`src/rtl/lifo_frame_reverser_pkg.sv`:
```
// lifo_frame_reverser_pkg: shared LIFO geometry and the frame-reverser FSM state type
package lifo_frame_reverser_pkg;
    localparam int LIFO_DEPTH = 16;
    localparam int LIFO_WIDTH = 16;
    typedef enum logic [1:0] {IDLE, FILL, DRAIN} state_t;
endpackage

```
`src/rtl/lifo_frame_reverser_rev_out_skid.sv`:
```
// rev_out_skid: 2-entry {data,last} output buffer fed by LIFO read data, drained by a valid/ready sink
//   wr_en/wr_data/wr_last : capture strobe (registered pop) and the word/last tag being written
//   m_valid/m_ready/m_data/m_last : downstream stream port, head entry held stable while stalled
//   occupancy             : number of stored entries (0..2)
module rev_out_skid #(
    parameter int WIDTH = 16
) (
    input  logic             clk,
    input  logic             rst,
    input  logic             wr_en,
    input  logic [WIDTH-1:0] wr_data,
    input  logic             wr_last,
    input  logic             m_ready,
    output logic             m_valid,
    output logic [WIDTH-1:0] m_data,
    output logic             m_last,
    output logic [1:0]       occupancy
);
    logic [WIDTH:0] mem [2];
    logic           rd_ptr;
    logic           wr_ptr;
    logic           deq;

    assign m_valid          = occupancy != 2'd0;
    assign {m_last, m_data} = mem[rd_ptr];
    assign deq              = m_valid && m_ready;

    // Writes never land on the head slot while it is valid: the producer's credit keeps occupancy <= 2.
    always_ff @(posedge clk or posedge rst) begin
        if (rst) begin
            mem[0]    <= '0;
            mem[1]    <= '0;
            rd_ptr    <= 1'b0;
            wr_ptr    <= 1'b0;
            occupancy <= 2'd0;
        end else begin
            if (wr_en)
                mem[wr_ptr] <= {wr_last, wr_data};
            wr_ptr    <= wr_ptr ^ wr_en;
            rd_ptr    <= rd_ptr ^ deq;
            occupancy <= occupancy + {1'b0, wr_en} - {1'b0, deq};
        end
    end
endmodule

```
`src/rtl/lifo_frame_reverser.sv`:
```
// lifo_frame_reverser: pushes an input frame into an external LIFO, then pops it out in reverse order
//   s_valid/s_ready/s_data/s_last        : input frame stream (held off while draining)
//   m_valid/m_ready/m_data/m_last/m_trunc : reversed output stream; m_trunc marks a frame longer than DEPTH
//   lifo_push/lifo_din/lifo_pop/lifo_dout : LIFO port, read data valid the cycle after a pop
//   lifo_empty/lifo_full                  : LIFO flags, informational only (cnt governs push/pop)
//   busy : not IDLE;  ovf_err : pulse on the first dropped beat of a frame
module lifo_frame_reverser
    import lifo_frame_reverser_pkg::*;
#(
    parameter int WIDTH = LIFO_WIDTH,
    parameter int DEPTH = LIFO_DEPTH,
    parameter int CNT_W = $clog2(DEPTH + 1)
) (
    input  logic             clk,
    input  logic             rst,
    input  logic             s_valid,
    output logic             s_ready,
    input  logic [WIDTH-1:0] s_data,
    input  logic             s_last,
    output logic             m_valid,
    input  logic             m_ready,
    output logic [WIDTH-1:0] m_data,
    output logic             m_last,
    output logic             m_trunc,
    output logic             lifo_push,
    output logic             lifo_pop,
    output logic [WIDTH-1:0] lifo_din,
    input  logic [WIDTH-1:0] lifo_dout,
    input  logic             lifo_empty,
    input  logic             lifo_full,
    output logic             busy,
    output logic             ovf_err
);
    state_t           state;
    state_t           state_nxt;
    logic [CNT_W-1:0] cnt;
    logic [1:0]       occ;
    logic             pop_q;
    logic             last_q;
    logic             trunc;
    logic             acc;
    logic             drop;
    logic             credit;

    // Credit counts the skid slot freed by this cycle's handshake, so a full-rate drain keeps one pop
    // in flight while the head word leaves.
    always_comb begin
        state_nxt = state;
        s_ready   = !rst && state != DRAIN;
        acc       = s_valid && s_ready;
        lifo_push = acc && cnt < CNT_W'(DEPTH);
        drop      = acc && cnt == CNT_W'(DEPTH);
        ovf_err   = drop && !trunc;
        credit    = {1'b0, occ} + {2'b0, pop_q} - {2'b0, m_valid && m_ready} < 3'd2;
        lifo_pop  = state == DRAIN && cnt != '0 && credit;
        busy      = state != IDLE;
        if (state == IDLE && acc)
            state_nxt = s_last ? DRAIN : FILL;
        else if (state == FILL && acc && s_last)
            state_nxt = DRAIN;
        else if (state == DRAIN && cnt == '0 && !pop_q && occ == 2'd0)
            state_nxt = IDLE;
    end

    always_ff @(posedge clk or posedge rst) begin
        if (rst) begin
            state  <= IDLE;
            cnt    <= '0;
            pop_q  <= 1'b0;
            last_q <= 1'b0;
            trunc  <= 1'b0;
        end else begin
            state  <= state_nxt;
            cnt    <= cnt + CNT_W'(lifo_push) - CNT_W'(lifo_pop);
            pop_q  <= lifo_pop;
            last_q <= lifo_pop && cnt == CNT_W'(1);
            trunc  <= state_nxt == IDLE ? 1'b0 : trunc | drop;
        end
    end

    assign lifo_din = s_data;
    assign m_trunc  = m_valid && trunc;

    rev_out_skid #(.WIDTH(WIDTH)) u_skid (
        .clk       (clk),
        .rst       (rst),
        .wr_en     (pop_q),
        .wr_data   (lifo_dout),
        .wr_last   (last_q),
        .m_ready   (m_ready),
        .m_valid   (m_valid),
        .m_data    (m_data),
        .m_last    (m_last),
        .occupancy (occ)
    );
endmodule
```
`config.mk`:
```
export PLATFORM = sky130hd
export DESIGN_NAME = lifo_frame_reverser
export DESIGN_NICKNAME = d
export VERILOG_FILES = /design/src/rtl/lifo_frame_reverser_pkg.sv /design/src/rtl/lifo_frame_reverser_rev_out_skid.sv /design/src/rtl/lifo_frame_reverser.sv
export SDC_FILE = /design/constraint.sdc
export NUM_CORES = 1
export LEC_CHECK = 0
export ABC_AREA = 1
export BUFFER_PORTS_ARGS = -buffer_cell sky130_fd_sc_hd__buf_2
export CAP_MARGIN = 20
export CORE_AREA = 4 4 72 74
export CTS_CLUSTER_DIAMETER = 60
export DETAILED_ROUTE_END_ITERATION = 6
export DIE_AREA = 0 0 76 78
export HOLD_SLACK_MARGIN = 0.05
export PLACE_DENSITY_LB_ADDON = 0.3
export SETUP_SLACK_MARGIN = 0.4
export SKIP_LAST_GASP = 1
export SLEW_MARGIN = 20
export SYNTH_ARGS = -nofsm -noshare
export SYNTH_HDL_FRONTEND = slang
export SYNTH_SLANG_ARGS = --single-unit
```
`constraint.sdc`:
```
create_clock -name clk -period 7.75 [get_ports clk]
set_input_delay 1.1625 -clock clk [delete_from_list [all_inputs] [get_ports clk]]
set_output_delay 1.1625 -clock clk [all_outputs]
set_load 0.02 [all_outputs]
```
# [Word level (Yosys, flattened, before mapping)]
# Index checks and enable logic that the tools add are counted.
[op_classes] n_reduce_logical=27 n_addsub=6 n_bitwise=5 n_eq_ne=5 n_mux=11 n_lt_le_gt_ge=5
[ops] operator="$mux W17" count=4
[ops] operator="$bwmux W34" count=1
[ops] operator="$demux W17 S1" count=1
[ops] operator="$logic_and A1 B1 Y1" count=17
[ops] operator="$mux W2" count=4
[ops] operator="$logic_not A2 Y1" count=3
[ops] operator="$add A5 B1 Y5" count=1
[ops] operator="$eq A5 B1 Y1 const B" count=1
[ops] operator="$eq A5 B5 Y1 const B" count=1
[ops] operator="$logic_not A5 Y1" count=1
[ops] operator="$lt A5 B5 Y1 const B" count=1
[ops] operator="$reduce_bool A5 Y1" count=1
[ops] operator="$sub A5 B1 Y5" count=1
[ops] operator="$ge A2 B2 Y1 const B" count=2
[ops] operator="$not A1 Y2" count=2
[ops] operator="$reduce_bool A2 Y1" count=2
[ops] operator="$add A2 B1 Y3" count=1
[ops] operator="$logic_not A1 Y1" count=3
[ops] operator="$lt A3 B2 Y1 const B" count=1
[ops] operator="$sub A3 B1 Y3" count=1
[ops] operator="$add A2 B1 Y2" count=1
[ops] operator="$eq A2 B1 Y1 const B" count=1
[ops] operator="$eq A2 B2 Y1 const B" count=1
[ops] operator="$lt A2 B1 Y1 const B" count=1
[ops] operator="other kinds (5)" count=6
[totals] word_cells=69 in_bits=39 output_inout_bits=40 regBits=48

# [Logic depth before layout (Yosys ltp)]
# Gate-level depths: netlist of run 1.
[logic_depth] ltp_word=9 ltp_mapped=19 ltp_nobuf=19

# [By module]
# A second synthesis of run 1 with hierarchy kept.
[hier_totals] cells_unflattened=306 hier_area_um2=2541.2
[modules_own_cells] mod="rev_out_skid" cells_each=209 instances=1 area_each_um2=1734.2
[modules_own_cells] mod="lifo_frame_reverser" cells_each=97 instances=1 area_each_um2=807.0

# [Least setup slack after synthesis of run 1]
# OpenSTA, ideal clock, no wires.
[synth_path] path_kind="input port to output port" startpoint="input rst" endpoint="output lifo_push" stages=4 path_slack_ns=3.642 n_path_buf=0 arrival_time_ns=2.945 path_cell_list="inv_1 -> and3_4 -> inv_1 -> nor2_1"
[synth_via] elab_chain_cells=4
[synth_rtl] element="start: declaration" line_no="lifo_frame_reverser.sv:15" text="input logic rst,"
[synth_rtl] element="$logic_not A1 Y1 (no line)"
[synth_rtl] element="$logic_and A1 B1 Y1" line_no="lifo_frame_reverser.sv:49" text="s_ready = !rst && state != DRAIN;"
[synth_rtl] element="$logic_and A1 B1 Y1" line_no="lifo_frame_reverser.sv:50" text="acc = s_valid && s_ready;"
[synth_rtl] element="$logic_and A1 B1 Y1" line_no="lifo_frame_reverser.sv:51" text="lifo_push = acc && cnt < CNT_W'(DEPTH);"
[synth_rtl] element="end: declaration" line_no="lifo_frame_reverser.sv:25" text="output logic lifo_push,"
# Every way passes these cells.

# [Final worst setup path of run 1]
[layout_path] startpoint="input m_ready" endpoint="output lifo_pop"
[layout_via] elab_chain_cells=4
[layout_rtl] element="start: declaration" line_no="lifo_frame_reverser.sv:21" text="input logic m_ready,"
[layout_rtl] element="$logic_and A1 B1 Y1" line_no="lifo_frame_reverser.sv:54" text="credit = {1'b0, occ} + {2'b0, pop_q} - {2'b0, m_valid && m_ready} < 3'd2;"
[layout_rtl] element="$sub A3 B1 Y3" line_no="lifo_frame_reverser.sv:54"
[layout_rtl] element="$lt A3 B2 Y1" line_no="lifo_frame_reverser.sv:54"
[layout_rtl] element="$logic_and A1 B1 Y1" line_no="lifo_frame_reverser.sv:55" text="lifo_pop = state == DRAIN && cnt != '0 && credit;"
[layout_rtl] element="end: declaration" line_no="lifo_frame_reverser.sv:26" text="output logic lifo_pop,"
# Every way passes these cells.

==> results of run 1 <==
[cell usage in the layout (no fill, tap or decap)]
cell type	synthesis	routed
clkinv_2	0	2
and3_4	1	1
xor2_1	2	2
a21oi_1	2	2
dfrtp_1	48	48
inv_1	40	39
mux2_4	10	10
inv_2	2	2
clkbuf_1	2	1
nand3_1	5	5
o21ai_0	35	35
fa_1	2	2
clkbuf_8	0	5
nand3b_1	1	1
nand2_2	2	2
xnor2_1	4	4
nor2_1	11	11
nand3_2	1	1
a31oi_1	1	1
nand2_1	46	46
mux2_2	7	7
bufinv_16	0	1
buf_2	5	44
nor2_2	1	1
nor3_1	1	1
ha_1	10	10
[flip-flops by register name, indices dropped and copies added (netlist names)]
signal,cells
last_q,1
u_skid.rd_ptr,1
pop_q,1
u_skid.mem,34
state,2
cnt,5
u_skid.occupancy,2
trunc,1
u_skid.wr_ptr,1
[worst max-delay path by stage]
stage                       start        end  slack, ns
after floorplan               rst  lifo_push       3.64
after global placement    m_ready     cnt[4]       3.64
after detailed placement  m_ready     cnt[4]       3.56
after CTS                 m_ready   lifo_pop       3.62
after global routing      m_ready   lifo_pop       3.46
final                     m_ready   lifo_pop       3.65
[area by class of cell]
type                       count  area (µm²)
tap                           54       67.56
inverter                      42       158.9
fill                         425        1913
sequential                    48        1201
clock buffer                   6       72.57
clock inverter                 2       35.03
timing repair buffer          44       220.2
multi-input combinational    142       929.6
[worst max-delay path: stages]
cell     delay (ns)
buf_2          0.09
nand2_1        0.09
inv_1          0.05
ha_1           0.26
inv_1          0.06
ha_1           0.14
inv_1          0.05
fa_1           0.37
xnor2_1        0.14
nand3_1        0.11
nor2_1         0.20
buf_2          0.21
[power breakdown]
part / switching, mW / internal, mW
clock network: 0.0808 / 0.0958
logic: 0.301 / 0.221
registers: 0.0810 / 0.371
[through the flow]
step	setup slack (ns)	util	area, µm²
global placement	3.643	0.5603	2576
global route	3.463	0.5839	2685
CTS	3.620	0.5837	2684
floorplan	3.642	-	2464
finish	3.652	0.5839	2685
detailed placement	3.560	0.5603	2576
[synthesized netlist by cell type, drive strengths merged]
cell type   n  area [µm²]
clkbuf      2       7.510
a31oi       1       6.260
nor3        1       5.000
fa          2       40.04
inv        42       157.6
nand2      48       185.2
xnor2       4       35.03
nand3b      1       7.510
ha         10       125.1
buf        23       167.7
a21oi       2       10.01
xor2        2       17.52
dfrtp      48        1201
mux2       17       229.0
nand3       6       35.03
o21ai      35       175.2
nor2       12       47.55
and3        1       11.26
[cell families after synthesis]
family,share of synthesized area
simple gates,0.1183
buf+inv,0.1351
flops,0.4876
compound gates,0.07771
mux,0.09294
fa+ha+maj,0.06704
xor+xnor,0.02133
[layer usage]
| layer | GRT usage | vias up | routed length [µm] |
|---|---|---|---|
| met5 | 0 | - | 0 |
| met4 | 0.04982 | 0 | 63 |
| met3 | 0.04988 | 8 | 229 |
| met2 | 0.2688 | 38 | 2064 |
| met1 | 0.1768 | 786 | 1860 |
| li1 | - | 833 | - |
==> run_results.csv, run 1 <==
group,metric,value,unit
run,drv_cap,0,
critical_path,reg2reg_depth,19,
hold_path,min-delay-start,"last_q",
global_routing,grt_pass1_wl,7376,µm
final_layout,drive_gt1_frac,0.2676,
final_layout,final_nets,334,
logic_synthesis,ys_seq_area_frac,0.4876,
route,drt-total-wl,4217,µm
run_status,outcome,"finished clean",
route,dr.pass1.iters,4,
power_and_ir_drop,leakagePower,1.383,nW
placed_design,numPlacedInstances,330,
logic_synthesis,synth.distinct_cells,25,
logic_synthesis,yosys_warnings,0,
hold_path,holdPathEnd,"u_skid.mem[33]",
clock_tree,postCtsSetupBuffers,0,
route,wl_per_cell,12.48,µm
sta,fin_skew,0.005891,ns
global_routing,antenna_found_initial,0,
global_routing,overflow,0,
sta,final.min_clock_period,4.098,ns
logic_synthesis,syn_nets,308,
placed_design,dp_hpwl,2943,µm
critical_path,critPathArrivalTime,2.94,ns
clock_tree,holdBufCountCts,0,
floorplan,initial_utilization,0.5358,
clock_tree,numClockSinks,48,
clock_tree,insertion_delay,0.30,ns
route,via_per_inst,4.926,
critical_path,cp-start-kind,"input port",
power_and_ir_drop,vdd_ir_drop_max,0.2064,mV
route,drt-initial-drc-count,104,
clock_tree,cts-resized-gates,0,
logic_synthesis,syn_area,0.002464,mm²
clock_tree,htreeDepth,2,
logic_synthesis,synth.avg_cell_area,9.586,µm²
global_routing,first_global_vias,1719,
final_layout,final_cells,338,
floorplan,io_pins,79,
sta,timing.hold.ws,0.5092,ns
critical_path,critPathKind,"input port to output pin",
clock_tree,cts_root_buf,"clkbuf_8",
global_routing,grt_max_degree,51,
sta,fmax,244.0,MHz
route,drc,0,
floorplan,dieArea,0.005928,mm²
logic_synthesis,synth_seq_cells,48,
sta,rsz0062_at_grt,"false",
final_layout,diodes,0,
placed_design,io_buffers,44,
sta,worstMarginPinSlew,1.016,ns
route,vias,1665,
floorplan,rows,25,
critical_path,r2r_start,"u_skid.occupancy[1]",
critical_path,cp.required,6.59,ns
sta,slew-limit-headroom,0.3229,
clock_tree,path_clk_slew,0.08,ns
sta,finalSetupViolations,0,
critical_path,rrSetupSlack,4.20,ns
global_routing,grt_usage,0.1538,
placed_design,place_congestion,0.7193,
final_layout,area_growth,8.990,%
hold_path,whs_path_depth,2,
clock_tree,cts_inserted_buffers,5,
logic_synthesis,syn_inst,257,
critical_path,timing.rr.end,"cnt[4]",
floorplan,die_w,76,µm
route,final_antenna_net_count,0,
hold_path,hp-class,"flip-flop to flip-flop",
critical_path,critPathCaptureType,"output pin",
sta,finalCritPeriodShare,0.5287,
clock_tree,clockBufferDepth,2,
sta,hold_viol_final,0,
critical_path,crit_fanout,3,
sta,drv_slew,0,
clock_tree,cts_tree,"yes",
floorplan,core_area,0.004598,mm²
sta,finalSetupTns,0,ns
floorplan,die_y,78,µm
power_and_ir_drop,totalPowerFinal,1.151,mW
power_and_ir_drop,p_per_area,428.5,mW/mm²
No activity file was read; power rests on OpenSTA's default activity.
==> run 2: changes to the inputs <==
- ABC_AREA: 1 -> 0
- CORE_AREA: 4 4 72 74 -> 4 4 78 80
- DIE_AREA: 0 0 76 78 -> 0 0 82 84
- clock period: 7.75 -> 3.75 ns (I/O delays scaled with it)
==> run 2 against run 1 <==
Clock skew rose by 0.0036 ns; critical endpoint is now cnt[4]; hold slack got worse by 0.30 ns; final cell count fell by 13%; count of clock-buffer cells in the layout fell by 1; synthesized cell count fell by 28%; cell area rose by 5.7%; first-iteration DRC count fell by 58%; global-route usage fell by 2.7 points; non-clock buffer count rose by 8; flip-flop and latch count did not move.
==> run_results.csv, run 2 <==
group,metric,value,unit
logic_synthesis,synth.distinct_cells,25,
route,drc,0,
placed_design,numPlacedInstances,279,
power_and_ir_drop,vdd_ir_drop_max,0.4617,mV
global_routing,first_global_vias,1481,
clock_tree,cts_inserted_buffers,5,
sta,rsz0062_at_grt,"true",
logic_synthesis,syn_nets,236,
sta,timing.hold.ws,0.2066,ns
sta,fmax,304.3,MHz
logic_synthesis,async_reset_ff_frac,1.000,
critical_path,cp-start-kind,"flip-flop",
global_routing,grt_use_met3,0.04212,
final_layout,area_growth,18.67,%
final_layout,n_fill_cell,484,
final_layout,final_nets,273,
clock_tree,path_clk_slew,0.09,ns
route,drt-initial-drc-count,44,
floorplan,core_area,0.005405,mm²
final_layout,drive_gt1_frac,0.5901,
placed_design,io_buffers,44,
final_layout,largest_reg_flops,34,
clock_tree,holdBufCountCts,0,
critical_path,crit_buf_inv,5,
hold_path,hp-class,"input port to asynchronous set/reset pin",
clock_tree,cts_root_buf,"clkbuf_8",
logic_synthesis,yosys_warnings,0,
logic_synthesis,synth_top_area_cell,"dfrtp_1",
sta,slew-limit-headroom,0.4360,
sta,finalCritPeriodShare,0.8762,
logic_synthesis,synth.area.top_cells,"dfrtp_1 50%, mux2_2 24%, buf_4 6.0%",
floorplan,io_pins,79,
logic_synthesis,ys_seq_area_frac,0.5021,
clock_tree,insertion_delay,0.30,ns
final_layout,final_cells,294,
sta,finalSetupTns,0,ns
run,drv_cap,0,
critical_path,cp_slowest_cell,"dfrtp_1",
placed_design,postPlaceCellArea,0.002596,mm²
logic_synthesis,synth.avg_cell_area,12.93,µm²
final_layout,final_cell_mix,"51 x mux2_2, 48 x dfrtp_1, 44 x buf_2",
final_layout,multi_input_area,0.001062,mm²
placed_design,dp_hpwl,2869,µm
sta,fin_ws,0.4641,ns
floorplan,dieArea,0.006888,mm²
sta,fin_skew,0.009490,ns
route,drt-total-wl,4181,µm
placed_design,place_congestion,0.7435,
critical_path,path_cells,"or2_4 -> and2_4 -> ha_4 -> inv_2 -> ha_4 -> inv_2 -> fa_2 -> xnor2_2 -> nand3_4 -> a21oi_4 -> ha_4 -> inv_2 -> ha_4 -> inv_2 -> fa_2 -> inv_2 -> a21oi_2 -> o21bai_1 -> xnor2_1",
clock_tree,htreeDepth,2,
logic_synthesis,syn_inst,185,
route,via_per_inst,4.857,
logic_synthesis,synth_edf_count,0,
route,dr.pass1.iters,4,
route,wl_per_cell,14.22,µm
critical_path,critPathArrivalTime,3.51,ns
critical_path,critPathCaptureType,"flip-flop",
global_routing,overflow,0,
logic_synthesis,synth_top_area_share,0.5021,
floorplan,die_w,82,µm
final_layout,diodes,0,
critical_path,cpMostUsedCell,"inv_2",
logic_synthesis,ys.flop_type,"dfrtp_1",
critical_path,crit_fanout,2,
critical_path,critPathKind,"flip-flop to flip-flop",
sta,final.min_clock_period,3.286,ns
floorplan,initial_utilization,0.4426,
clock_tree,cts_tree,"yes",
clock_tree,clockBufferDepth,2,
sta,hold_viol_final,0,
final_layout,layout_commonest_cell,"mux2_2",
sta,drv_slew,0,
run_status,outcome,"finished clean",
global_routing,grtUsageMet2,0.1984,
critical_path,cp.required,3.97,ns
clock_tree,numClockSinks,48,
final_layout,final_cell_area,0.002839,mm²
global_routing,met1_usage,0.1602,
logic_synthesis,synth_seq_cells,48,
global_routing,grt_max_degree,49,
logic_synthesis,yosysMostFrequentCell,"mux2_2",
final_layout,final_util,0.5252,
sta,finalSetupViolations,0,
final_layout,reg_top3,"u_skid.mem (34), cnt (5)",
power_and_ir_drop,totalPowerFinal,2.691,mW
final_layout,ff_latch_area,0.001201,mm²
route,final_antenna_net_count,0,
route,vias,1428,
final_layout,largest_register,"u_skid.mem",
logic_synthesis,syn_area,0.002392,mm²
critical_path,max_stage_delay,0.39,ns
global_routing,antenna_found_initial,0,
floorplan,die_y,84,µm
sta,worstMarginPinSlew,0.8460,ns
global_routing,grt_pass1_wl,6775,µm
critical_path,critPathTopFamily,"adder cells",
power_and_ir_drop,p_per_area,947.8,mW/mm²
logic_synthesis,synth_commonest_cells,"51 x mux2_2, 48 x dfrtp_1, 19 x buf_4",
global_routing,grt_busiest_layer,"met2",
floorplan,rows,27,
placed_design,place_ws,0.3091,ns
global_routing,grt_usage,0.1268,
power_and_ir_drop,leakagePower,1.330,nW
==> run 2: changes by cell type in the layout (fill, tap and decap cells not counted), moves of 4 or more <==
cell     before  now
inv_2         2    6
nand2_1      46    4
buf_4         0    7
mux2_4       10    0
ha_1         10    6
o21ai_0      35    0
ha_4          0    4
mux2_2        7   51
nand3_1       5    1
nor2_1       11    5
inv_1        39   11
==> run 2: metal layers <==
metal  routed length, µm  up-vias
met5                   0        -
met4                  91        0
met3                 313       12
met2                1975       44
met1                1801      696
li1                    -      676
==> run 2: cells by family (layout without fill, tap and decap cells) <==
logic type	count (synthesis)	in the layout	share of synthesized area
DFF	48	48	0.5021
buffers and inverters	39	76	0.09257
xor gates and xnor gates	6	6	0.02197
AOI/OAI and AO/OA	9	9	0.02615
adders and majority gates	12	12	0.06904
muxes	51	51	0.2401
and+or+nand+nor	20	20	0.04812
==> run 2: power breakdown <==
group	internal (mW)	switching, mW
sequential	0.770	0.180
clock	0.262	0.165
combinational	0.674	0.640
total	1.71	0.985
==> run 2: area by class of cell <==
class                      count  share of cell area
multi-input combinational     98              0.3742
timing repair buffer          52              0.1031
tap                           72             0.03173
inverter                      17             0.02248
clock buffer                   5             0.02424
sequential                    48              0.4231
clock inverter                 2             0.02115
==> run 2: final timing paths <==
kind,start,to,slack [ns],depth (start not counted)
hold reg to reg,last_q,u_skid.mem[33],0.49,1
setup / recovery,u_skid.occupancy[0],cnt[4],0.46,19
max in group asynchronous,rst,u_skid.mem[21],3.07,3
setup reg to reg,u_skid.occupancy[0],cnt[4],0.46,19
hold / removal,rst,cnt[0],0.21,2
min in group clk,s_last,state[0],0.44,2
==> run 2: timing repair <==
action                                  4_1_cts  5_1_grt
pin swaps                                     4        9
buffers inserted                              5        2
endpoints found under the hold margin         0        0
endpoints found under the setup margin        1        1
gates resized for setup                       1        6
==> run 2: worst reg2reg max path: stages, from the launching register on <==
cell and delay (ns):
dfrtp_1 0.39, or2_4 0.25, and2_4 0.17, ha_4 0.20
inv_2 0.06, ha_4 0.12, inv_2 0.03, fa_2 0.34
xnor2_2 0.21, nand3_4 0.10, a21oi_4 0.16, ha_4 0.22
inv_2 0.06, ha_4 0.13, inv_2 0.04, fa_2 0.35
inv_2 0.06, a21oi_2 0.04, o21bai_1 0.16, xnor2_1 0.13
